[src/rtl/alu_sequencer_if.sv]
// Handshake and datapath bundle between the instruction source, the alu_sequencer and the ALU.
// master = source/ALU side driving instructions, ALU result and result-ready; slave = sequencer.
interface alu_sequencer_if;
    logic       instr_valid;
    logic [7:0] instr_data;
    logic       instr_ready;
    logic       alu_en;
    logic [2:0] alu_opcode;
    logic [3:0] alu_in_1;
    logic [3:0] alu_in_2;
    logic [3:0] alu_out;
    logic       res_valid;
    logic [3:0] res_data;
    logic       res_ready;
    logic [3:0] acc;
    logic       zero;
    logic       halted;
    logic [7:0] perf_count;

    modport master (
        output instr_valid, instr_data, alu_out, res_ready,
        input  instr_ready, alu_en, alu_opcode, alu_in_1, alu_in_2,
               res_valid, res_data, acc, zero, halted, perf_count
    );

    modport slave (
        input  instr_valid, instr_data, alu_out, res_ready,
        output instr_ready, alu_en, alu_opcode, alu_in_1, alu_in_2,
               res_valid, res_data, acc, zero, halted, perf_count
    );
endinterface

[src/rtl/alu_sequencer.sv]
// Instruction sequencer for the 4-bit ALU: one op in flight, ALU_LATENCY cycles from enable to WB.
// Accepts only in IDLE (no input->ready path); OUT stalls on res_ready. Macro ALU_SEQUENCER_PERF_EN adds a retire counter.
module alu_sequencer #(
    parameter int ALU_LATENCY = 1
) (
    input  logic        clk,
    input  logic        rst,
    alu_sequencer_if.slave bus
);
    typedef enum logic [2:0] {
        S_IDLE, S_EXEC, S_WAIT, S_WB, S_OUT, S_HALT
    } state_t;

    localparam bit         HAS_WAIT  = (ALU_LATENCY > 1);
    localparam logic [1:0] WAIT_INIT = HAS_WAIT ? 2'(ALU_LATENCY - 2) : 2'd0;

    localparam logic [2:0] OP_LOAD = 3'd6;
    localparam logic [2:0] OP_SYS  = 3'd7;

    state_t     state_q, state_d;
    logic [7:0] ir_q, ir_d;
    logic [3:0] acc_q, acc_d;
    logic [3:0] b_q, b_d;
    logic       zero_q, zero_d;
    logic [1:0] cnt_q, cnt_d;

    logic [2:0] in_op;
    logic       in_mode;
    logic [3:0] in_imm;
    logic       busy;

    assign in_op   = bus.instr_data[7:5];
    assign in_mode = bus.instr_data[4];
    assign in_imm  = bus.instr_data[3:0];

    always_ff @(posedge clk or posedge rst) begin
        if (rst) begin
            state_q <= S_IDLE;
            ir_q    <= '0;
            acc_q   <= '0;
            b_q     <= '0;
            zero_q  <= 1'b0;
            cnt_q   <= '0;
        end else begin
            state_q <= state_d;
            ir_q    <= ir_d;
            acc_q   <= acc_d;
            b_q     <= b_d;
            zero_q  <= zero_d;
            cnt_q   <= cnt_d;
        end
    end

    always_comb begin
        state_d = state_q;
        ir_d    = ir_q;
        acc_d   = acc_q;
        b_d     = b_q;
        zero_d  = zero_q;
        cnt_d   = cnt_q;
        case (state_q)
            S_IDLE: begin
                if (bus.instr_valid) begin
                    ir_d = bus.instr_data;
                    if (in_op == OP_LOAD) begin
                        // Loads complete on the accept edge so they can stream one per cycle.
                        if (in_mode) begin
                            b_d = in_imm;
                        end else begin
                            acc_d  = in_imm;
                            zero_d = (in_imm == 4'd0);
                        end
                    end else if (in_op == OP_SYS) begin
                        state_d = in_mode ? S_HALT : S_OUT;
                    end else begin
                        state_d = S_EXEC;
                    end
                end
            end
            S_EXEC: begin
                if (HAS_WAIT) begin
                    state_d = S_WAIT;
                    cnt_d   = WAIT_INIT;
                end else begin
                    state_d = S_WB;
                end
            end
            S_WAIT: begin
                if (cnt_q == 2'd0) state_d = S_WB;
                else               cnt_d   = cnt_q - 2'd1;
            end
            S_WB: begin
                acc_d   = bus.alu_out;
                zero_d  = (bus.alu_out == 4'd0);
                state_d = S_IDLE;
            end
            S_OUT: begin
                if (bus.res_ready) state_d = S_IDLE;
            end
            S_HALT: begin
                state_d = S_HALT;
            end
            default: begin
                state_d = S_IDLE;
            end
        endcase
    end

    // Operands are presented from EXEC through WB; ACC only changes on the WB edge so they stay stable.
    assign busy            = (state_q == S_EXEC) || (state_q == S_WAIT) || (state_q == S_WB);
    assign bus.instr_ready = (state_q == S_IDLE);
    assign bus.alu_en      = (state_q == S_EXEC);
    assign bus.alu_opcode  = busy ? ir_q[7:5] : 3'd0;
    assign bus.alu_in_1    = busy ? acc_q : 4'd0;
    assign bus.alu_in_2    = busy ? (ir_q[4] ? b_q : ir_q[3:0]) : 4'd0;
    assign bus.res_valid   = (state_q == S_OUT);
    assign bus.res_data    = (state_q == S_OUT) ? acc_q : 4'd0;
    assign bus.acc         = acc_q;
    assign bus.zero        = zero_q;
    assign bus.halted      = (state_q == S_HALT);

`ifdef ALU_SEQUENCER_PERF_EN
    logic       retire;
    logic [7:0] perf_q;

    assign retire = ((state_q == S_IDLE) && bus.instr_valid &&
                     ((in_op == OP_LOAD) || ((in_op == OP_SYS) && in_mode))) ||
                    (state_q == S_WB) ||
                    ((state_q == S_OUT) && bus.res_ready);

    always_ff @(posedge clk or posedge rst) begin
        if (rst)         perf_q <= '0;
        else if (retire) perf_q <= perf_q + 8'd1;
    end

    assign bus.perf_count = perf_q;
`else
    assign bus.perf_count = 8'd0;
`endif
endmodule

[src/flat_wrapper.sv]
// flat-port wrapper written by rule: the top's interface ports become plain ports
module alu_sequencer_flat 
#(
    parameter int ALU_LATENCY = 1
)
  (clk, rst, bus_instr_valid, bus_instr_data, bus_alu_out, bus_res_ready, bus_instr_ready, bus_alu_en, bus_alu_opcode, bus_alu_in_1, bus_alu_in_2, bus_res_valid, bus_res_data, bus_acc, bus_zero, bus_halted, bus_perf_count);
  alu_sequencer_if bus_i ();
  input  logic clk;
  input  logic rst;
  input wire logic [$bits(bus_i.instr_valid)-1:0] bus_instr_valid;
  input wire logic [$bits(bus_i.instr_data)-1:0] bus_instr_data;
  input wire logic [$bits(bus_i.alu_out)-1:0] bus_alu_out;
  input wire logic [$bits(bus_i.res_ready)-1:0] bus_res_ready;
  output wire logic [$bits(bus_i.instr_ready)-1:0] bus_instr_ready;
  output wire logic [$bits(bus_i.alu_en)-1:0] bus_alu_en;
  output wire logic [$bits(bus_i.alu_opcode)-1:0] bus_alu_opcode;
  output wire logic [$bits(bus_i.alu_in_1)-1:0] bus_alu_in_1;
  output wire logic [$bits(bus_i.alu_in_2)-1:0] bus_alu_in_2;
  output wire logic [$bits(bus_i.res_valid)-1:0] bus_res_valid;
  output wire logic [$bits(bus_i.res_data)-1:0] bus_res_data;
  output wire logic [$bits(bus_i.acc)-1:0] bus_acc;
  output wire logic [$bits(bus_i.zero)-1:0] bus_zero;
  output wire logic [$bits(bus_i.halted)-1:0] bus_halted;
  output wire logic [$bits(bus_i.perf_count)-1:0] bus_perf_count;
  assign bus_i.instr_valid = bus_instr_valid;
  assign bus_i.instr_data = bus_instr_data;
  assign bus_i.alu_out = bus_alu_out;
  assign bus_i.res_ready = bus_res_ready;
  assign bus_instr_ready = bus_i.instr_ready;
  assign bus_alu_en = bus_i.alu_en;
  assign bus_alu_opcode = bus_i.alu_opcode;
  assign bus_alu_in_1 = bus_i.alu_in_1;
  assign bus_alu_in_2 = bus_i.alu_in_2;
  assign bus_res_valid = bus_i.res_valid;
  assign bus_res_data = bus_i.res_data;
  assign bus_acc = bus_i.acc;
  assign bus_zero = bus_i.zero;
  assign bus_halted = bus_i.halted;
  assign bus_perf_count = bus_i.perf_count;
  alu_sequencer #(.ALU_LATENCY(ALU_LATENCY)) u_core (.clk(clk), .rst(rst), .bus(bus_i));
endmodule
[config.mk]
export PLATFORM = sky130hd
export DESIGN_NAME = alu_sequencer_flat
export DESIGN_NICKNAME = d
export VERILOG_FILES = /design/src/rtl/alu_sequencer_if.sv /design/src/rtl/alu_sequencer.sv /design/src/flat_wrapper.sv
export SDC_FILE = /design/constraint.sdc
export NUM_CORES = 1
export LEC_CHECK = 0
export BUFFER_PORTS_ARGS = -buffer_cell sky130_fd_sc_hd__buf_2
export CAP_MARGIN = 15
export CORE_UTILIZATION = 35
export DETAILED_ROUTE_END_ITERATION = 6
export GPL_TIMING_DRIVEN = 0
export SYNTH_ARGS = -nofsm -noshare
export SYNTH_HDL_FRONTEND = slang
export SYNTH_SLANG_ARGS = --single-unit
[constraint.sdc]
create_clock -name clk -period 3.78 [get_ports clk]
set_clock_uncertainty 0.1 [all_clocks]
set_input_delay 0.567 -clock clk [delete_from_list [all_inputs] [get_ports clk]]
set_output_delay 0.567 -clock clk [all_outputs]
set_load 0.05 [all_outputs]
==> impl_metrics.json <==
{
  "port_buffers": 39,
  "finalHoldViolCount": 0,
  "dp.final_hpwl_um": 2049,
  "antenna_found_initial": 0,
  "dieArea_um2": 3730,
  "synth-main-ff-cell": "dfrtp_1",
  "cts.hold.buffers_added": 0,
  "slew_headroom_pct": 44.18,
  "synth_top_family_by_area": "multiplexers",
  "drc": 0,
  "syn_area_per_cell_um2": 10.35,
  "clockBufferDepth": 2,
  "syn2layout_area_growth_pct": 24.69,
  "clk_pin_slew_ns": 0.11,
  "gr-total-overflow": 0,
  "fin_crit_sh_pct": 70.43,
  "io-pin-count": 48,
  "cts_buffers": 3,
  "start_kind": "flip-flop",
  "leakagePower_uw": 0.0008067,
  "vias": 981,
  "fmax_mhz": 375.6,
  "drtIter0Drc": 11,
  "critical_path_class": "flip-flop to output pin",
  "final_common_cell": "buf_2",
  "fin_area_um2": 1523,
  "nNetsFinal": 186,
  "synth_cell_types": 26,
  "clock_latency_ns": 0.30,
  "peakVddDrop_uv": 482.9,
  "post_cts_buffers": 0,
  "rsz0062_at_grt": "false",
  "n_fill_cell": 343,
  "tightestPinTransition_ns": 0.8363,
  "fin_crit_ns": 2.662,
  "antenna_cells": 0,
  "antenna_left": 0,
  "yosys_register_bits": 22,
  "die_x_um": 61.07,
  "cts_tree": "done",
  "synthAdderAreaFrac_pct": 1.025,
  "synth_edf_count": 0,
  "status": "completed",
  "htree_levels": 1,
  "wl_per_cell_um": 12.35,
  "die_y_um": 61.07,
  "place_congestion": 0.7470,
  "yosys.area_share.simple_pct": 18.65,
  "critPathRequiredTime_ns": 3.11,
  "final_cell_mix": "buf_2 (39), dfrtp_1 (22), nor2_1 (14)",
  "worstPathMaxFanout": 10,
  "first_global_vias": 916,
  "synth_xor_area_share_pct": 1.434,
  "cts_root_buf": "clkbuf_4",
  "grt_pass1_wl_um": 4195,
  "fin_setup_tns_ns": 0,
  "firstDrtPassIters": 4,
  "p_per_area_nw_per_um2": 937.8,
  "wl_um": 2631,
  "synth_compound_area_share_pct": 4.713,
  "core_um2": 3337,
  "grt_usage_pct": 15.35,
  "start_util_pct": 36.60,
  "endpoint_kind": "output pin",
  "postPlaceCellArea_um2": 1500,
  "drive_gt1_share_pct": 38.92,
  "yosys_warnings": 0,
  "clock-sinks": 22,
  "grt_max_degree": 23,
  "cts_resized": 0,
  "cp.arrival_ns": 2.00,
  "syn_inst": 118,
  "async_flop_share_pct": 100.0,
  "via_per_inst": 4.606,
  "syn-cell-area_um2": 1221,
  "hold_path.class": "primary input to asynchronous set/reset pin",
  "synth-seq-area-share_pct": 45.08,
  "rows": 21,
  "setup_violations": 0,
  "slew_violations": 0,
  "synth.area.mux_share_pct": 19.26,
  "drv_cap": 0
}
==> cells by family after synthesis <==
kind of cell / count (synthesis)
AND/OR/NAND/NOR: 41
flip-flops: 22
other: 1
adder cells (fa/ha/maj): 1
AO/OA/AOI/OAI: 10
XOR/XNOR: 2
buffers and inverters: 19
multiplexers: 22
==> cell type report <==
class                      instances  area [um^2]  share of cell area (%)
multi-input combinational         84        580.6                   38.13
buffer                            14        97.59                   6.409
sequential                        22        550.5                   36.15
clock buffer                       3        22.52                   1.479
inverter                           5        18.77                   1.233
tap                               46        57.56                   3.780
timing repair buffer              39        195.2                   12.82
==> flip-flops by register name (all words and copies together) (netlist names) <==
register,flops
u_core.b_q,4
u_core.bus.acc,4
u_core.bus.zero,1
u_core.cnt_q,2
u_core.ir_q,8
u_core.state_q,3
==> power by group <==
part / internal, uW / switching, uW
clock network: 37.1 / 66.5
logic: 267 / 660
registers: 336 / 60.6
==> critical path, cell delays in order (launching register included) <==
cell and delay (ns):
dfrtp_1 0.42, clkbuf_1 0.38, nor2_1 0.15, nor2_1 0.31, and2_1 0.18, buf_2 0.26
==> per-layer routing <==
layer  GRT usage [%]  wire length (um)  vias up
met3           1.891               105        2
met1           20.27              1238      469
met5               0                 0        -
met4           4.870                12        0
li1                -                 -      484
met2           26.24              1275       26
==> Yosys cell counts, drive strengths merged (2+ instances only) <==
master,count,share of area [%]
a21oi,5,2.0
and2,7,3.6
and3,6,3.1
buf,11,7.1
clkbuf,3,0.92
dfrtp,22,45
inv,5,1.5
mux2,12,11
mux2i,10,8.2
nand2,3,0.92
nor2,14,4.3
nor3,5,2.0
nor4,2,1.0
o21ai,2,0.82
xnor2,2,1.4
==> metrics by stage <==
stage          power [uW]  hold slack [ns]  setup slack (ns)  instances  util, %
2_1_floorplan        1144           0.3721             1.407        125        -
3_5_place_dp         1336           0.3941             1.382        210    44.96
5_1_grt              1521           0.3724            0.8855        213    45.63
3_3_place_gp         1320           0.3855             1.392        210    44.96
4_1_cts              1441           0.3267             1.085        213    45.63
6_report             1428           0.3132             1.118        213    45.63
==> final timing paths <==
kind	cells past startpoint	startpoint	end	slack, ns
worst max-delay path	5	u_core.state_q[1]$_DFFE_PP0P_	bus_alu_in_1[1]	1.12
worst min-delay path	2	rst	u_core.cnt_q[1]$_DFFE_PP0P_	0.31
worst max register to register	6	u_core.state_q[0]$_DFFE_PP0P_	u_core.bus.acc[0]$_DFFE_PP0P_	1.51
worst min register to register	1	u_core.b_q[0]$_DFFE_PP0P_	u_core.b_q[0]$_DFFE_PP0P_	0.42
max in group asynchronous	2	rst	u_core.state_q[1]$_DFFE_PP0P_	2.75
min in group clk	2	bus_res_ready	u_core.state_q[2]$_DFFE_PP0P_	0.37
(Power assumes the default switching activity.)
